==> src/rtl/apb_uart_pkg.sv <==
// ============================================================================
// Module : apb_uart_pkg
// Brief  : Shared FSM encoding, STATUS bit map and parameter defaults.
// Rev    : 1.0
// ============================================================================
`default_nettype none

package apb_uart_pkg;

  localparam int c_DEF_DATA_W      = 8;
  localparam int c_DEF_ADDR_W      = 2;
  localparam int c_DEF_SLAVE_COUNT = 2;
  localparam int c_DEF_CS_W        = 2;
  localparam int c_DEF_WAIT_STATES = 0;

  // Wide enough for the full 0..15 wait-state range
  localparam int c_CNT_W = 4;

  localparam int c_ST_TX_RDY = 0;
  localparam int c_ST_RX_RDY = 1;
  localparam int c_ST_RXOUT  = 2;

  typedef enum logic [0:0] {
    IDLE   = 1'b0,
    ACCESS = 1'b1
  } apb_state_e;

endpackage

`default_nettype wire

==> src/rtl/apb_sync2.sv <==
// ============================================================================
// Module : apb_sync2
// Brief  : Two-flop synchroniser for a single asynchronous level input.
// Rev    : 1.0
// ============================================================================
`default_nettype none

module apb_sync2 #(
  parameter logic RESET_VAL = 1'b0
) (
  input  logic clk,
  input  logic presetn,
  input  logic i_d,
  output logic o_q
);

  logic r_meta;
  logic r_sync;

  always_ff @(posedge clk or negedge presetn) begin
    if (!presetn) begin
      r_meta <= RESET_VAL;
      r_sync <= RESET_VAL;
    end else begin
      r_meta <= i_d;
      r_sync <= r_meta;
    end
  end

  assign o_q = r_sync;

endmodule

`default_nettype wire

==> src/rtl/apb_multislave_regs.sv <==
// ============================================================================
// Module : apb_multislave_regs
// Brief  : APB register banks selected by cs, with wait states and UART status.
// Rev    : 1.0
// ============================================================================
`default_nettype none

module apb_multislave_regs
  import apb_uart_pkg::*;
#(
  parameter int DATA_W      = c_DEF_DATA_W,
  parameter int ADDR_W      = c_DEF_ADDR_W,
  parameter int SLAVE_COUNT = c_DEF_SLAVE_COUNT,
  parameter int CS_W        = c_DEF_CS_W,
  parameter int WAIT_STATES = c_DEF_WAIT_STATES
) (
  input  logic                                       pclk,
  input  logic                                       presetn,
  input  logic                                       psel,
  input  logic                                       penable,
  input  logic                                       pwrite,
  input  logic [ADDR_W-1:0]                          P_ADDR,
  input  logic [DATA_W-1:0]                          PW_DATA,
  input  logic [CS_W-1:0]                            cs,
  output logic [DATA_W-1:0]                          Pr_data,
  output logic                                       P_READY,
  output logic                                       P_SLVERR,
  input  logic                                       rx,
  input  logic                                       tf_TXRDY,
  input  logic                                       rbuff_RXRDY,
  output logic [SLAVE_COUNT*(2**ADDR_W)*DATA_W-1:0]  o_regs,
  output logic [DATA_W-1:0]                          o_baud_val,
  output logic [DATA_W-1:0]                          data_in,
  output logic                                       RXOUT,
  output logic                                       TX_RDY,
  output logic                                       RX_RDY
);

  localparam int NREG = 2**ADDR_W;

  apb_state_e           r_state;
  apb_state_e           w_state_nxt;
  logic [c_CNT_W-1:0]   r_cnt;
  logic [c_CNT_W-1:0]   w_cnt_nxt;

  logic                 w_cs_ok;
  logic                 w_is_status;
  logic                 w_done;
  logic                 w_err;
  logic                 w_wr_en;
  logic [DATA_W-1:0]    w_status;
  logic [DATA_W-1:0]    w_rd_sel;
  logic [SLAVE_COUNT*NREG*DATA_W-1:0] w_regs;

  apb_sync2 #(.RESET_VAL(1'b1)) u_sync_rx (
    .clk(pclk), .presetn(presetn), .i_d(rx), .o_q(RXOUT)
  );
  apb_sync2 #(.RESET_VAL(1'b0)) u_sync_tx (
    .clk(pclk), .presetn(presetn), .i_d(tf_TXRDY), .o_q(TX_RDY)
  );
  apb_sync2 #(.RESET_VAL(1'b0)) u_sync_rxrdy (
    .clk(pclk), .presetn(presetn), .i_d(rbuff_RXRDY), .o_q(RX_RDY)
  );

  always_ff @(posedge pclk or negedge presetn) begin
    if (!presetn) begin
      r_state <= IDLE;
      r_cnt   <= '0;
    end else begin
      r_state <= w_state_nxt;
      r_cnt   <= w_cnt_nxt;
    end
  end

  always_comb begin
    w_state_nxt = r_state;
    w_cnt_nxt   = r_cnt;
    case (r_state)
      IDLE: begin
        if (psel && !penable) begin
          w_state_nxt = ACCESS;
          w_cnt_nxt   = c_CNT_W'(WAIT_STATES);
        end
      end
      ACCESS: begin
        if (!psel) begin
          w_state_nxt = IDLE;
        end else if (penable) begin
          if (r_cnt != '0) w_cnt_nxt   = r_cnt - 1'b1;
          else             w_state_nxt = IDLE;
        end
      end
      default: w_state_nxt = IDLE;
    endcase
  end

  assign w_cs_ok     = int'(cs) < SLAVE_COUNT;
  assign w_is_status = (cs == '0) && (P_ADDR == ADDR_W'(NREG-1));
  assign w_done      = (r_state == ACCESS) && psel && penable && (r_cnt == '0);
  assign w_err       = !w_cs_ok || (pwrite && w_is_status);
  assign w_wr_en     = w_done && pwrite && !w_err;

  assign P_READY  = (r_state != ACCESS) || (r_cnt == '0);
  assign P_SLVERR = w_done && w_err;

  always_comb begin
    w_status              = '0;
    w_status[c_ST_TX_RDY] = TX_RDY;
    w_status[c_ST_RX_RDY] = RX_RDY;
    w_status[c_ST_RXOUT]  = RXOUT;
  end

  // Bank0's top slot holds no storage; it reads back live STATUS instead
  for (genvar s = 0; s < SLAVE_COUNT; s++) begin : g_bank
    for (genvar r = 0; r < NREG; r++) begin : g_reg
      if (s == 0 && r == NREG-1) begin : g_status
        assign w_regs[(s*NREG+r)*DATA_W +: DATA_W] = '0;
      end else begin : g_store
        logic [DATA_W-1:0] r_val;
        always_ff @(posedge pclk or negedge presetn) begin
          if (!presetn) begin
            r_val <= '0;
          end else if (w_wr_en && (cs == CS_W'(s)) && (P_ADDR == ADDR_W'(r))) begin
            r_val <= PW_DATA;
          end
        end
        assign w_regs[(s*NREG+r)*DATA_W +: DATA_W] = r_val;
      end
    end
  end

  always_comb begin
    w_rd_sel = '0;
    for (int s = 0; s < SLAVE_COUNT; s++) begin
      for (int r = 0; r < NREG; r++) begin
        if ((cs == CS_W'(s)) && (P_ADDR == ADDR_W'(r))) begin
          w_rd_sel = w_regs[(s*NREG+r)*DATA_W +: DATA_W];
        end
      end
    end
    if (w_is_status) w_rd_sel = w_status;
  end

  assign Pr_data    = (w_done && !pwrite && !w_err) ? w_rd_sel : '0;
  assign o_regs     = w_regs;
  assign o_baud_val = w_regs[0 +: DATA_W];
  assign data_in    = w_regs[(1*NREG+2)*DATA_W +: DATA_W];

endmodule

`default_nettype wire

==> config.mk <==
export PLATFORM = sky130hd
export DESIGN_NAME = apb_multislave_regs
export DESIGN_NICKNAME = d
export VERILOG_FILES = /design/src/rtl/apb_uart_pkg.sv /design/src/rtl/apb_sync2.sv /design/src/rtl/apb_multislave_regs.sv
export SDC_FILE = /design/constraint.sdc
export NUM_CORES = 1
export LEC_CHECK = 0
export BUFFER_PORTS_ARGS = -buffer_cell sky130_fd_sc_hd__buf_2
export CORE_MARGIN = 1
export CORE_UTILIZATION = 55
export DETAILED_ROUTE_END_ITERATION = 8
export PLACE_DENSITY_LB_ADDON = 0.3
export SLEW_MARGIN = 15
export SYNTH_ARGS = -nofsm -noshare
export SYNTH_HDL_FRONTEND = slang
export SYNTH_HIERARCHICAL = 1
export SYNTH_SLANG_ARGS = --single-unit
==> constraint.sdc <==
create_clock -name pclk -period 5.08 [get_ports pclk]
set_input_delay 1.016 -clock pclk [delete_from_list [all_inputs] [get_ports pclk]]
set_output_delay 1.016 -clock pclk [all_outputs]
set_load 0.02 [all_outputs]
After elaboration in Yosys (flattened, before gate mapping):

Cells that the tools add are included.
W data, S select, Z words.

* register bits after elaboration: 67
* output and inout port bits: 93
* word-level logic and storage cells: 83
* input port bits: 20

* multiplexer cells: 19
* equality and inequality tests: 8
* bitwise operators: 1
* add/subtract/negate cells: 1
* reduce and logical (&&, ||, !) cells: 38
* magnitude comparators: 1

Operators by type and width (count)
* $mux W8: 9
* $logic_and A1 B1 Y1: 27
* $mux W4: 4
* $pmux W4 S2: 1
* $ne A2 B2 Y1 const B: 3
* $eq A2 B1 Y1 const B: 2
* $eq A2 B2 Y1 const B: 2
* $logic_not A1 Y1: 4
* $logic_not A2 Y1: 2
* $logic_not A4 Y1: 1
* $mux W1: 4
* $reduce_and A4 Y1: 1
* $reduce_bool A4 Y1: 1
* $sub A4 B1 Y4 const B: 1
* $logic_or A1 B1 Y1: 2
* $lt A2 B2 Y1 const B: 1
* $ne A2 B1 Y1 const B: 1
* $pmux W1 S2: 1
* $not A1 Y1: 1

Longest topological paths before layout:

Gate-level depths: netlist of the first run.

* depth after elaboration: 11
* depth in mapped cells: 7
* gate-level depth less buffers: 6

By module:

The synthesis of the first run kept the hierarchy.

By module, submodules not included
* apb_multislave_regs: cells an instance 270, sequential area each 1526.5 um^2, area an instance 3285.7 um^2, times used 1
* apb_sync2 at u_sync_rxrdy ...: cells an instance 2, sequential area each 50.0 um^2, area an instance 50.0 um^2, times used 2
* apb_sync2 at u_sync_rx: cells an instance 2, sequential area each 52.6 um^2, area an instance 52.6 um^2, times used 1

Worst setup path before layout of the first run:

OpenSTA, ideal clock, no wires.

* path type: input to output
* start: input port psel
* end: output port Pr_data[0]
* slack: 1.728 ns
* arrival: 2.336 ns
* stages on the path: 5
* cells stage by stage: and3b_1 nand3_2 buf_6 or4_1 o2bb2ai_1

* cells in the longest elaborated chain, start to end: 6

Ends and longest elaborated chain
* from (decl): line apb_multislave_regs.sv:19 `input logic psel,`
* $logic_and A1 B1 Y1 (3 in series): line apb_multislave_regs.sv:99 `assign w_done = (r_state == ACCESS) && psel && penable && (r_cnt == '0);`
* $logic_and A1 B1 Y1 (2 in series): line apb_multislave_regs.sv:144 `assign Pr_data = (w_done && !pwrite && !w_err) ? w_rd_sel : '0;`
* $mux W8: line apb_multislave_regs.sv:144
* to (decl): line apb_multislave_regs.sv:25 `output logic [DATA_W-1:0] Pr_data,`

Every way passes these cells.

Worst setup path after layout of the first run:

* start: input port psel
* end: output port Pr_data[3]

Same word-level chain as after synthesis.

==> metrics, run 1 <==
status finished, final reports clean; WP buf/inv 2; gr ovfl total 0; fmax about 0.25 GHz; critical path type input port to output port; violation count after the first detailed-route iteration about 150; Finish-stage setup viols 0; first-pass GRT wire length about 12,000 um; crit-path most repeated cell buf_2; CP max stage delay between 0.8 and 0.9 ns; Area Growth Syn to Fin 18.27%; Setup TNS Final 0 ns; FFs w/ async S/R, synth 1.000; Final Hold Fails 0; worst reg-to-reg path cell count 6; Max VDD drop ~320 uV; share of cells above drive strength 1 0.5313; R2R setup slack 2.43 ns; clock buffer depth 2; CTS clock-pin slew for the worst setup and hold paths 0.07 ns; Post-CTS Setup Bufs 0; Worst Slack Setup Final ~1.1 ns; end of the worst hold path u_sync_rxrdy/o_q; Post-Syn Area per Cell 12.46 um2; commonest non-fill, non-tap cell in the layout buf_2; Tcrit/Tclk final 0.7894; RSZ-0062 raised after global routing no; row count 28; Resized Gates After CTS 0; remaining antenna violation count 0; Die H between 80 and 90 um; via count roughly 2,500; Period minus WS final 4.010 ns; critical path required time a little over 4 ns; Clock Latency Late Sink around 0.35 ns; synthesized cell area around 0.0034 mm2; Mapped Cells about 280; crit start category input port; sequential share of the synthesized area 0.4884; Core Area 0.005991 mm2; IO Port Bufs 104; CTS Root Cell clkbuf_8; Crit. End Element output port; die footprint around 0.0066 mm2; Cell variety after synth 45; Final Skew between 0.007 and 0.008 ns; Slew Viols, Final 0; gr usage total 0.2625; uppermost layer routed met4; WL met1 roughly 3700 um; Starting Density 0.5739; worst r2r dst g_bank[1].g_reg[1].g_store.r_val[1]; Crit Reg-Reg Startpoint r_cnt[0]; DR WL met3 around 470 um; Ys Warns 6; largest family of logic cells by synthesized area multiplexers; post-synthesis simple-gate area fraction 0.09825; Slowest cell on crit path nor4_1; Top FF cell, synth dfrtp_1; total of max-cap violations 0; Synth Area in Adders 0.003639; pwr dens 348.7 mW/mm2; final core occ 0.6788; Detailed Route WL slightly above 8000 um; Yosys reg bits 67; via density per instance ~5.7; # IOs between 100 and 150; most frequent cells in the layout 104 x buf_2, 65 x dfrtp_1, 56 x mux2_2, 16 x mux2i_1, 15 x nand2_1; TritonCTS Buffers 9; Post-Synth XOR/XNOR Area 0; Die Wd 81.07 um; Slew @ Worst Pin 0.9347 ns; Leak Pwr 2.219 nW; drt pass-1 iters 4; Hold Crit Start u_sync_rxrdy/r_meta; dpl ws 1.063 ns; htree depth 3; Synth Area in Compound Gates 0.07969; hpwl dp 5473 um; largest net degree at the start of global routing 35; CP Max Fanout 11; delay-heaviest family, CP simple AND/OR/NAND/NOR gates; hold depth 0; routed len/inst roughly 18 um; Critical Path, Cell by Cell buf_2, and3b_1, nand3_2, nor4_1, o221a_2, buf_2; vias in the first global route 2,361; metal2 WL 3752 um; data arrival time of the worst path ~3.0 ns; Post-synth EDFFs 0; antenna violations before repair 0; mux cell area share after synthesis 0.2496; nets approximately 380; CTS Hold Buffers Added 0; CTS tree built; Worst Hold Class register to register; Sinks on Clock Net 67; routability cong. around 0.85; number of diodes 0; Rel. slew slack 0.3735; DRC viols 0
==> state kept, by name (all words and copies together) (netlist names) <==
| name | cells |
|---|---|
| u_sync_rx/o_q | 1 |
| u_sync_rxrdy/o_q | 1 |
| u_sync_rx/r_meta | 1 |
| u_sync_rxrdy/r_meta | 1 |
| u_sync_tx/o_q | 1 |
| o_baud_val | 8 |
| r_cnt | 4 |
| data_in | 8 |
| r_state | 1 |
| u_sync_tx/r_meta | 1 |
| g_bank.g.g_store.r_val | 40 |
==> synth_stat cells (2+ instances only) <==
master | number | share of area
dfrtp_1 | 65 | 0.47
mux2_2 | 56 | 0.18
buf_4 | 25 | 0.055
mux2i_1 | 16 | 0.047
nand2_1 | 15 | 0.016
o21ai_0 | 10 | 0.015
a21oi_1 | 7 | 0.010
inv_1 | 7 | 0.0076
o22ai_1 | 6 | 0.011
buf_2 | 5 | 0.0073
clkbuf_1 | 4 | 0.0044
nand3b_1 | 4 | 0.0087
a22o_1 | 3 | 0.0076
mux4_2 | 3 | 0.020
nand4b_1 | 3 | 0.0076
nor2_1 | 3 | 0.0033
o221a_2 | 3 | 0.0098
o2bb2ai_1 | 3 | 0.0076
or3_1 | 3 | 0.0055
buf_1 | 2 | 0.0022
dfstp_2 | 2 | 0.015
nor2b_1 | 2 | 0.0036
nor3_2 | 2 | 0.0058
nor3_4 | 2 | 0.0095
nor4_1 | 2 | 0.0036
nor4_4 | 2 | 0.012
o211ai_1 | 2 | 0.0044
or3b_2 | 2 | 0.0051
==> layout make-up <==
type,instances,area [um2]
fill,483,1924
sequential,67,1679
multi-input combinational,172,1513
timing repair buffer,105,528.0
clock buffer,11,151.4
tap,75,93.84
clock inverter,5,75.07
inverter,7,26.28
==> worst max path at each step <==
stage          start          to  cells past startpoint
3_3_place_gp    psel  Pr_data[3]                      6
3_5_place_dp    psel  Pr_data[3]                      6
5_1_grt         psel  Pr_data[3]                      6
4_1_cts         psel  Pr_data[3]                      6
6_report        psel  Pr_data[3]                      6
2_1_floorplan   psel  Pr_data[0]                      5
==> kinds of logic (layout without fill, tap and decap cells) <==
logic type / count (synthesis) / count (layout)
muxes: 75 / 75
DFF: 67 / 67
and+or+nand+nor: 48 / 48
buffers and inverters: 44 / 128
AOI/OAI and AO/OA: 40 / 40
adders and majority gates: 1 / 1
other: 1 / 8
==> per-stage QoR <==
step           cell area (um2)  cells  power, mW  hold slack, ns
2_1_floorplan             3465    283     0.8422          0.3312
3_3_place_gp              3840    426     0.9130          0.3321
3_5_place_dp              3840    426     0.9219          0.3364
4_1_cts                   4066    442      1.424          0.3526
5_1_grt                   4066    442      1.477          0.3613
6_report                  4066    442      1.418          0.3513
==> per-layer routing <==
metal | GRT usage | up-vias
met5 | 0 | -
met4 | 0.1411 | 0
met3 | 0.04719 | 19
met2 | 0.3975 | 111
met1 | 0.3586 | 1246
li1 | - | 1144
==> worst reg2reg max path: stages, from the launching register on <==
cell,delay (ns)
dfrtp_1,0.39
inv_1,0.09
ha_1,0.20
nor2b_1,0.25
nand3_2,0.33
nor3_2,0.86
mux2_2,0.43
==> where the power goes <==
part	leakage [nW]	internal, mW	switching, mW	total, mW
Combinational	1.19	0.115	0.174	0.289
Sequential	0.911	0.581	0.0430	0.624
Clock	0.119	0.301	0.204	0.505
Note: power is estimated with default switching activity, not from simulation.
==> inputs of run 2 (changes only) <==
Settings changed: CORE_UTILIZATION 55 to 51.
Clock period 5.08 ns to 4.2 ns, I/O delays scaled along.
==> run 2 against run 1 <==
Net effect:
- the flow now finishes with violations (design-rule violations)
- total power increased by 19%
- die area increased by 7.7%
- non-clock buffer count increased by 1
- critical path depth increased by 1
==> metrics, run 2 (synthesized netlist as in run 1, its figures left out) <==
status finished with violations; failing checks design-rule violations; R2R setup slack 1.55 ns (-0.88 ns); Leak Pwr 2.215 nW (-0.17%); fmax between 0.2 and 0.3 GHz; pwr dens 414.2 mW/mm2 (+19%); Setup TNS Final 0 ns (unchanged); CTS tree built; Crit. End Element output port; CTS Hold Buffers Added 0 (unchanged); commonest non-fill, non-tap cell in the layout buf_2; violation count after the first detailed-route iteration 180 (+24%); Max VDD drop 217.3 uV (-33%); total of max-cap violations 0 (unchanged); DRC viols 14 (+14); share of cells above drive strength 1 0.5299 (-0.001444); first-pass GRT wire length 13,040 um (+5.9%); # IOs 113 (unchanged); final core occ 0.6318 (-0.04699); critical path required time 3.36 ns (-0.70 ns); Slowest cell on crit path or4_1; Crit Reg-Reg Startpoint r_cnt[0]; Biggest register g_bank.g.g_store.r_val; Core Area 0.006422 mm2 (+7.2%); Sinks on Clock Net 67 (unchanged); die footprint 0.007074 mm2 (+7.7%); CP max stage delay 0.68 ns (-0.14 ns); drt pass-1 iters 7 (+3); vias in the first global route 2,447 (+3.6%); global routing met3 resource utilization 0.04253 (-0.004659); row count 29 (+3.6%); largest net degree at the start of global routing 35 (unchanged); hold depth 0 (unchanged); Hold Crit Start u_sync_rxrdy/r_meta; max reg flops 40 (unchanged); DP Cell Count 429 (+0.70%); Detailed Route WL 8120 um (+0.30%); number of diodes 0 (unchanged); worst reg-to-reg path cell count 6 (unchanged); Clock Latency Late Sink 0.34 ns (about the same); Die H 84.11 um (+3.8%); nets 384 (+0.26%); Worst Hold Class register to register; most frequent cells in the layout 104 x buf_2, 65 x dfrtp_1, 56 x mux2_2, 16 x mux2i_1, 15 x nand2_1; TritonCTS Buffers 9 (unchanged); via count 2,509 (-0.44%); Finish-stage setup viols 0 (unchanged); Rel. slew slack 0.3757 (+0.002210); hpwl dp 5545 um (+1.3%); routed len/inst 18.25 um (-0.38%); Most Crowded Layer GR met2; Starting Density 0.5354 (-0.03858); htree depth 3 (unchanged); met2 Use GR 0.3770 (-0.02043); via density per instance 5.638 (-1.1%); Period minus WS final 3.500 ns; Final Skew 0.007626 ns (-0.0002287 ns); Area Growth Syn to Fin 18.01%; critical path type register to output port; Tcrit/Tclk final 0.8332; CTS Root Cell clkbuf_8; grt met1 use 0.3429 (-0.01568); CP Max Fanout 11 (unchanged); Final Hold Fails 0 (unchanged); Slew Viols, Final 0 (unchanged); Die Wd 84.11 um (+3.8%); CTS clock-pin slew for the worst setup and hold paths 0.07 ns (about the same); gr ovfl total 0 (unchanged); RSZ-0062 raised after global routing no; antenna violations before repair 0 (unchanged); crit start category register; Resized Gates After CTS 0 (unchanged); clock buffer depth 2 (unchanged); IO Port Bufs 104 (unchanged); routability cong. 0.7840 (-7.8%); Slew @ Worst Pin 0.9314 ns (-0.003297 ns); gr usage total 0.2437 (-0.01883); Post-CTS Setup Bufs 0 (unchanged); worst r2r dst data_in[2]; Post-Layout Cell Count 445 (+0.68%); end of the worst hold path u_sync_rxrdy/o_q; remaining antenna violation count 0 (unchanged); data arrival time of the worst path 2.66 ns (-0.33 ns); Critical Path, Cell by Cell inv_1, ha_1, nor2b_1, nand3_2, or4_1, o2bb2ai_1, buf_2
[run 2: area by class of cell]
cell class / instances / area [um2]
tap: 77 / 96.34
fill: 498 / 2365
multi-input combinational: 172 / 1513
inverter: 7 / 26.28
sequential: 67 / 1679
clock inverter: 6 / 80.08
clock buffer: 10 / 127.6
timing repair buffer: 106 / 535.5
[run 2: metrics by stage]
| stage | area (um2) | hold WS, ns | power, mW | setup slack [ns] |
|---|---|---|---|---|
| 2_1_floorplan | 3465 | 0.3312 | 1.019 | 1.200 |
| 6_report | 4058 | 0.3546 | 1.681 | 0.7004 |
| 4_1_cts | 4058 | 0.3582 | 1.689 | 0.6806 |
| 3_3_place_gp | 3850 | 0.3331 | 1.107 | 0.8055 |
| 5_1_grt | 4058 | 0.3682 | 1.760 | 0.5495 |
| 3_5_place_dp | 3850 | 0.3404 | 1.117 | 0.7997 |
[run 2: worst max-delay path by stage]
stage | start | endpoint | slack (ns) | cells past startpoint
6_report | r_cnt[0] | Pr_data[2] | 0.70 | 7
5_1_grt | r_cnt[0] | Pr_data[2] | 0.55 | 7
4_1_cts | r_cnt[0] | Pr_data[7] | 0.68 | 7
3_5_place_dp | psel | Pr_data[7] | 0.80 | 6
3_3_place_gp | psel | Pr_data[7] | 0.81 | 6
2_1_floorplan | psel | Pr_data[0] | 1.20 | 5
[run 2: power breakdown]
part           switching [mW]  leakage, nW  total [mW]  internal [mW]
Sequential             0.0542        0.911       0.757          0.703
Combinational           0.212         1.19       0.351          0.139
Clock                   0.242        0.110       0.573          0.330
[run 2: worst max-delay path: cells and delay by family (launching register included)]
| family | cells | cell delay [ns] |
|---|---|---|
| fa+ha+maj | 1 | 0.20 |
| simple gates | 3 | 1.24 |
| flops | 1 | 0.40 |
| compound gates | 1 | 0.19 |
| buf+inv | 2 | 0.29 |
[run 2: metal layers]
metal  vias to the layer above  part of all wire
li1                       1156                 -
met3                        15             0.051
met5                         -                 0
met1                      1231              0.45
met4                         0             0.020
met2                       107              0.48
